File: config.mk
export PLATFORM = sky130hd
export DESIGN_NAME = multicycle_ctrl
export DESIGN_NICKNAME = d
export VERILOG_FILES = /design/src/rtl/multicycle_ctrl.sv
export SDC_FILE = /design/constraint.sdc
export NUM_CORES = 1
export LEC_CHECK = 0
export CORE_UTILIZATION = 37
export CTS_CLUSTER_DIAMETER = 40
export CTS_CLUSTER_SIZE = 14
export DETAILED_ROUTE_END_ITERATION = 10
export PLACE_DENSITY = 0.67
export REMOVE_ABC_BUFFERS = 1
export SETUP_SLACK_MARGIN = 0.4
export SYNTH_ARGS = -nofsm -noshare
export SYNTH_HDL_FRONTEND = slang
export SYNTH_SLANG_ARGS = --single-unit
export TNS_END_PERCENT = 100
File: constraint.sdc
create_clock -name clk -period 2.35 [get_ports clk]
set_clock_uncertainty 0.2 [all_clocks]
set_input_delay 0.235 -clock clk [delete_from_list [all_inputs] [get_ports clk]]
set_output_delay 0.235 -clock clk [all_outputs]
set_load 0.005 [all_outputs]
File: src/rtl/multicycle_ctrl.sv
// Main control FSM for a multicycle RV32I-style core: sequences fetch, decode,
// execute, memory and write-back, counts retired instructions and latches sticky errors.
module multicycle_ctrl #(
  parameter int TIMEOUT = 16
) (
  input  logic        clk,
  input  logic        rst_n,
  input  logic [31:0] ist_i,
  input  logic        mem_ack_i,
  input  logic        br_take_i,
  output logic        mem_req_o,
  output logic        mem_we_o,
  output logic        ir_we_o,
  output logic        pc_we_o,
  output logic [1:0]  pc_sel_o,
  output logic [1:0]  alu_a_sel_o,
  output logic        alu_b_sel_o,
  output logic        rf_we_o,
  output logic [1:0]  wb_sel_o,
  output logic [2:0]  state_o,
  output logic [31:0] instret_o,
  output logic        illegal_o,
  output logic        bus_err_o
);

  localparam int WAIT_W = (TIMEOUT > 1) ? $clog2(TIMEOUT) : 1;
  localparam logic [WAIT_W-1:0] WAIT_LAST = WAIT_W'(TIMEOUT - 1);

  localparam logic [6:0] OP_R     = 7'b0110011;
  localparam logic [6:0] OP_II    = 7'b0010011;
  localparam logic [6:0] OP_LOAD  = 7'b0000011;
  localparam logic [6:0] OP_STORE = 7'b0100011;
  localparam logic [6:0] OP_SB    = 7'b1100011;
  localparam logic [6:0] OP_UJ    = 7'b1101111;
  localparam logic [6:0] OP_IJ    = 7'b1100111;
  localparam logic [6:0] OP_LUI   = 7'b0110111;
  localparam logic [6:0] OP_AUIPC = 7'b0010111;

  localparam logic [1:0] PC_SEQ   = 2'd0;
  localparam logic [1:0] PC_IMM   = 2'd1;
  localparam logic [1:0] PC_ALU   = 2'd2;
  localparam logic [1:0] A_RS1    = 2'd0;
  localparam logic [1:0] A_PC     = 2'd1;
  localparam logic [1:0] A_ZERO   = 2'd2;
  localparam logic [1:0] WB_ALU   = 2'd0;
  localparam logic [1:0] WB_MEM   = 2'd1;
  localparam logic [1:0] WB_LINK  = 2'd2;

  typedef enum logic [2:0] {
    S_FETCH  = 3'd0,
    S_DECODE = 3'd1,
    S_EXEC   = 3'd2,
    S_MEM    = 3'd3,
    S_WB     = 3'd4,
    S_ERR    = 3'd5
  } state_t;

  typedef enum logic [3:0] {
    C_R, C_II, C_LOAD, C_STORE, C_SB, C_UJ, C_IJ, C_LUI, C_AUIPC, C_ILL
  } iclass_t;

  state_t            state_q, state_d;
  logic [6:0]        opcode_q, opcode_d;
  logic [WAIT_W-1:0] wait_q, wait_d;
  logic              run_q, run_d;
  logic [31:0]       instret_q, instret_d;
  logic              illegal_q, illegal_d;
  logic              bus_err_q, bus_err_d;

  iclass_t           iclass;
  logic              req_active;
  logic              req_expire;
  logic [1:0]        exec_a_sel;
  logic              exec_b_sel;
  logic [1:0]        wb_src;
  logic [1:0]        done_pc_sel;
  logic              unused_ist_bits;

  // Only the opcode field steers the sequencer; the rest belongs to the datapath.
  assign unused_ist_bits = ^ist_i[31:7];

  always_comb begin : decode
    case (opcode_q)
      OP_R:     iclass = C_R;
      OP_II:    iclass = C_II;
      OP_LOAD:  iclass = C_LOAD;
      OP_STORE: iclass = C_STORE;
      OP_SB:    iclass = C_SB;
      OP_UJ:    iclass = C_UJ;
      OP_IJ:    iclass = C_IJ;
      OP_LUI:   iclass = C_LUI;
      OP_AUIPC: iclass = C_AUIPC;
      default:  iclass = C_ILL;
    endcase
  end

  always_comb begin : class_selects
    exec_a_sel  = A_RS1;
    exec_b_sel  = 1'b0;
    wb_src      = WB_ALU;
    done_pc_sel = PC_SEQ;
    case (iclass)
      C_II, C_STORE: exec_b_sel = 1'b1;
      C_LOAD: begin
        exec_b_sel = 1'b1;
        wb_src     = WB_MEM;
      end
      C_IJ: begin
        exec_b_sel  = 1'b1;
        wb_src      = WB_LINK;
        done_pc_sel = PC_ALU;
      end
      C_UJ: begin
        exec_a_sel  = A_PC;
        exec_b_sel  = 1'b1;
        wb_src      = WB_LINK;
        done_pc_sel = PC_IMM;
      end
      C_AUIPC: begin
        exec_a_sel = A_PC;
        exec_b_sel = 1'b1;
      end
      C_LUI: begin
        exec_a_sel = A_ZERO;
        exec_b_sel = 1'b1;
      end
      default: ;
    endcase
  end

  // run_q holds off the first fetch request until one edge after reset release.
  assign req_active = ((state_q == S_FETCH) && run_q) || (state_q == S_MEM);
  assign req_expire = req_active && !mem_ack_i && (wait_q == WAIT_LAST);

  always_comb begin : wait_count
    wait_d = '0;
    if (req_active && !mem_ack_i && !req_expire) begin
      wait_d = wait_q + WAIT_W'(1);
    end
  end

  always_comb begin : fsm
    state_d     = state_q;
    opcode_d    = opcode_q;
    illegal_d   = illegal_q;
    bus_err_d   = bus_err_q;
    mem_req_o   = req_active;
    mem_we_o    = 1'b0;
    ir_we_o     = 1'b0;
    pc_we_o     = 1'b0;
    pc_sel_o    = PC_SEQ;
    alu_a_sel_o = A_RS1;
    alu_b_sel_o = 1'b0;
    rf_we_o     = 1'b0;
    wb_sel_o    = WB_ALU;
    case (state_q)
      S_FETCH: begin
        if (req_active) begin
          if (mem_ack_i) begin
            ir_we_o  = 1'b1;
            opcode_d = ist_i[6:0];
            state_d  = S_DECODE;
          end else if (req_expire) begin
            bus_err_d = 1'b1;
            state_d   = S_ERR;
          end
        end
      end
      S_DECODE: begin
        if (iclass == C_ILL) begin
          illegal_d = 1'b1;
          state_d   = S_ERR;
        end else begin
          state_d = S_EXEC;
        end
      end
      S_EXEC: begin
        alu_a_sel_o = exec_a_sel;
        alu_b_sel_o = exec_b_sel;
        case (iclass)
          C_SB: begin
            pc_we_o  = 1'b1;
            pc_sel_o = br_take_i ? PC_IMM : PC_SEQ;
            state_d  = S_FETCH;
          end
          C_LOAD, C_STORE: state_d = S_MEM;
          default:         state_d = S_WB;
        endcase
      end
      S_MEM: begin
        mem_we_o = (iclass == C_STORE);
        if (mem_ack_i) begin
          if (iclass == C_STORE) begin
            pc_we_o = 1'b1;
            state_d = S_FETCH;
          end else begin
            state_d = S_WB;
          end
        end else if (req_expire) begin
          bus_err_d = 1'b1;
          state_d   = S_ERR;
        end
      end
      S_WB: begin
        rf_we_o  = 1'b1;
        pc_we_o  = 1'b1;
        wb_sel_o = wb_src;
        pc_sel_o = done_pc_sel;
        state_d  = S_FETCH;
      end
      S_ERR: ;
      default: state_d = S_ERR;
    endcase
  end

  always_comb begin : retire
    instret_d = instret_q;
    if (pc_we_o) begin
      instret_d = instret_q + 32'd1;
    end
  end

  assign run_d = 1'b1;

  always_ff @(posedge clk or negedge rst_n) begin
    if (!rst_n) begin
      state_q   <= S_FETCH;
      opcode_q  <= '0;
      wait_q    <= '0;
      run_q     <= 1'b0;
      instret_q <= '0;
      illegal_q <= 1'b0;
      bus_err_q <= 1'b0;
    end else begin
      state_q   <= state_d;
      opcode_q  <= opcode_d;
      wait_q    <= wait_d;
      run_q     <= run_d;
      instret_q <= instret_d;
      illegal_q <= illegal_d;
      bus_err_q <= bus_err_d;
    end
  end

  assign state_o   = state_q;
  assign instret_o = instret_q;
  assign illegal_o = illegal_q;
  assign bus_err_o = bus_err_q;

endmodule
==> summary.md <==
| Metric | Value |
|---|---|
| Status | finished with violations |
| Failing checks | DRC |
| Sequential fraction of the synthesis area | 0.4888 |
| Synthesized area | 2509 um2 |
| CP Launch Point | opcode_q[2]$_DFFE_PN0P_ |
| Pre-antenna DRT Iters | 9 |
| Starting Density | 0.3884 |
| Cell Pwr Density | 325.4 nW/um2 |
| Worst r2r src | instret_o[0]$_DFFE_PN0P_ |
| Fin crit share | 0.9599 |
| CTS tree | done |
| Async set-reset flop share out of synthesis | 1.000 |
| Iteration-0 DRC Markers | 141 |
| Hold Fails Final Rpt | 0 |
| Worst R2R Path Depth | 7 |
| Clk pwr share | 0.371 |
| Worst vdd ir | 0.2175 mV |
| Initial antenna violation count | 0 |
| Max-slew headroom | 0.6325 |
| Unrepaired setup endpoints after global routing | yes |
| Cell Rows | 29 |
| NetSw | 339.0 uW |
| Crit. End Element | output pin |
| GRT Overall Usage | 0.2097 |
| Die H | 84.34 um |
| Slew Viols, Final | 0 |
| CTS root buf | clkbuf_8 |
| Worst skew pair latency | 0.32 ns |
| Mapped Cells | 262 |
| Share of post-route cells with drive strength above 1 | 0.4297 |
| Synthesized area per cell | 9.575 um2 |
| Pin count of the biggest net entering global routing | 28 |
| Syn-to-layout area delta | 73.52% |
| Antenna Cells | 0 |
| Die area | 7113 um2 |
| Maxcap violations | 0 |
| Vias | 2519 |
| Clock sinks | 49 |
| I/O pin count | 85 |
| WHS | 0.2261 ns |
| Setup CP Type | reg -> out |
| Worst-Margin Slew | 0.5513 ns |
| FMAX | 443.3 MHz |
| Vias in the first global route | 2434 |
| P_leak | 2.005 nW |
| Netlist cell types | 48 |
| Synth warnings | 0 |
| Routed WL | 7.892 mm |
| Final Setup Violations | 0 |
| Internal | 1.078 mW |
| Routed wire length per instance | 16.86 um |
| Crit path DAT | 1.82 ns |
| Crit Path Max Fanout | 4 |
| IO Port Bufs | 59 |
| CTS max path bufs | 2 |
| Comb power frac | 0.033 |
| ANT nets after route | 0 |
| Sw frac | 0.2393 |
| CP Data Required Time | 1.91 ns |
| Global route overflow | 0 |
| Clock slew at reported path FFs | 0.10 ns |
| Top_reg_cell synth | dfrtp_1 |
| Reg power frac | 0.596 |
| Dpl cell area | 3364 um2 |
| DRC | 2 |
| Worst hold path class | in -> async |
| CTS buffer count | 5 |
| Core area | 6459 um2 |
| Flops & latches, synth | 49 |
| First-pass GRT wire length | 11.93 mm |
| Die X | 84.34 um |
| EDFF count, synth | 0 |
| CTS HTree Levels | 2 |
| Placer Congestion | 0.8569 |
| Fin crit period | 2.256 ns |
| Post-layout nets | 428 |
| Startpoint type of the worst setup path | flop |
| HPWL after detailed placement | 4.443 mm |
| Vias per cell | 5.382 |
| Post-route cell area | 4353 um2 |
-- registers in the layout, summed over array words and instances (netlist names) --
register / cells
wait_q: 4
instret_o: 32
run_q: 1
illegal_o: 1
state_o: 3
opcode_q: 7
bus_err_o: 1
-- power groups by stage --
stage                     registers (mW)  clock network, mW  logic (mW)
final                              0.844              0.525      0.0468
after global routing               0.845              0.576      0.0531
after CTS                          0.844              0.539      0.0467
after detailed placement           0.861                  0      0.0444
after global placement             0.861                  0      0.0442
after floorplan                    0.861                  0     0.00389
-- synthesized netlist by cell type, types with 3 or more instances --
cell type / n / area, um2
clkbuf_1: 6 / 22.52
nor3b_1: 3 / 22.52
nor2_1: 13 / 48.80
nor4_1: 4 / 25.02
dfrtp_1: 49 / 1226
or3_1: 3 / 18.77
nor3_1: 10 / 50.05
and3_1: 6 / 37.54
inv_1: 7 / 26.28
a21oi_1: 4 / 20.02
nand2_1: 47 / 176.4
xnor2_1: 28 / 245.2
o21ai_0: 5 / 25.02
nand3_1: 20 / 100.1
nand4_1: 12 / 75.07
xor2_1: 4 / 35.03
-- per-layer routing --
layer | track usage | routed length [um] | share of wire | vias up
met5 | 0 | 0 | 0 | -
met4 | 0.06934 | 124 | 0.016 | 0
met3 | 0.03736 | 299 | 0.038 | 13
met2 | 0.3510 | 4097 | 0.52 | 68
met1 | 0.2768 | 3370 | 0.43 | 1267
li1 | - | - | - | 1171
-- stage by stage --
stage	total power, mW	TNS, ns	worst slack (ns)	instances	util
after floorplan	0.8646	0	0.2754	254	-
after global placement	0.9048	-0.2677	-0.1152	417	0.5209
after detailed placement	0.9050	-0.5374	-0.1285	417	0.5209
after CTS	1.430	0	0.1366	452	0.6106
after global routing	1.474	0	0.03502	468	0.6740
final	1.417	0	0.09433	468	0.6740
-- cell families (layout without fill, tap and decap cells) --
group | after synthesis | in the layout | share of synthesized area
AOI/OAI and AO/OA | 29 | 29 | 0.09227
buffers and inverters | 17 | 146 | 0.02992
xor gates and xnor gates | 32 | 32 | 0.1117
other | 1 | 1 | 0.001495
adders and majority gates | 2 | 2 | 0.009973
and+or+nand+nor | 132 | 132 | 0.2658
DFF | 49 | 49 | 0.4888
-- critical path, stage by stage (launching register included) --
cell and delay (ns):
dfrtp_1 0.41, or3_4 0.38, or3_4 0.45, nor3_4 0.13, buf_2 0.14
-- worst paths after layout --
kind | to | slack (ns)
worst max-delay path | wb_sel_o[0] | 0.09
worst min-delay path | instret_o[24]$_DFFE_PN0P_ | 0.23
worst max register to register | instret_o[28]$_DFFE_PN0P_ | 0.13
worst min register to register | instret_o[31]$_DFFE_PN0P_ | 0.27
max in group asynchronous | state_o[0]$_DFFE_PN0P_ | 1.17
min in group clk | opcode_q[4]$_DFFE_PN0P_ | 0.24
-- cells in the final DEF, fill, tap and decap left out, types with 3 or more instances in the layout --
master	n
xnor2_1	23
nand3_1	8
o21ai_0	4
nor2_1	9
nand2_4	7
nor3_1	3
and3_1	6
clkbuf_8	5
nand3_4	4
inv_1	5
xnor2_2	5
nand2_1	35
buf_8	3
nor3_4	7
nor4_4	4
clkbuf_2	3
buf_6	30
nand2_2	5
dfrtp_2	6
xor2_1	4
clkdlybuf4s50_1	44
nand3_2	8
nor2_4	3
buf_4	37
nand4_1	12
buf_2	8
or3_4	3
dfrtp_1	43
-- repair_timing --
action / in CTS / in global routing
resized for setup: 109 / 78
hold buffers: 1 / 0
hold endpoints to repair: 22 / 0
setup endpoints to repair: 42 / 54
pin swaps: 46 / 49
setup buffers: 26 / 16
-- layout make-up --
cell class | count | area (um2)
Clock buffer | 5 | 68.82
Clock inverter | 3 | 21.27
Fill cell | 488 | 2106
Inverter | 9 | 38.79
Multi-Input combinational cell | 196 | 1683
Sequential cell | 49 | 1234
Tap cell | 77 | 96.34
Timing Repair Buffer | 129 | 1211
Note: power is estimated with default switching activity, not from simulation.
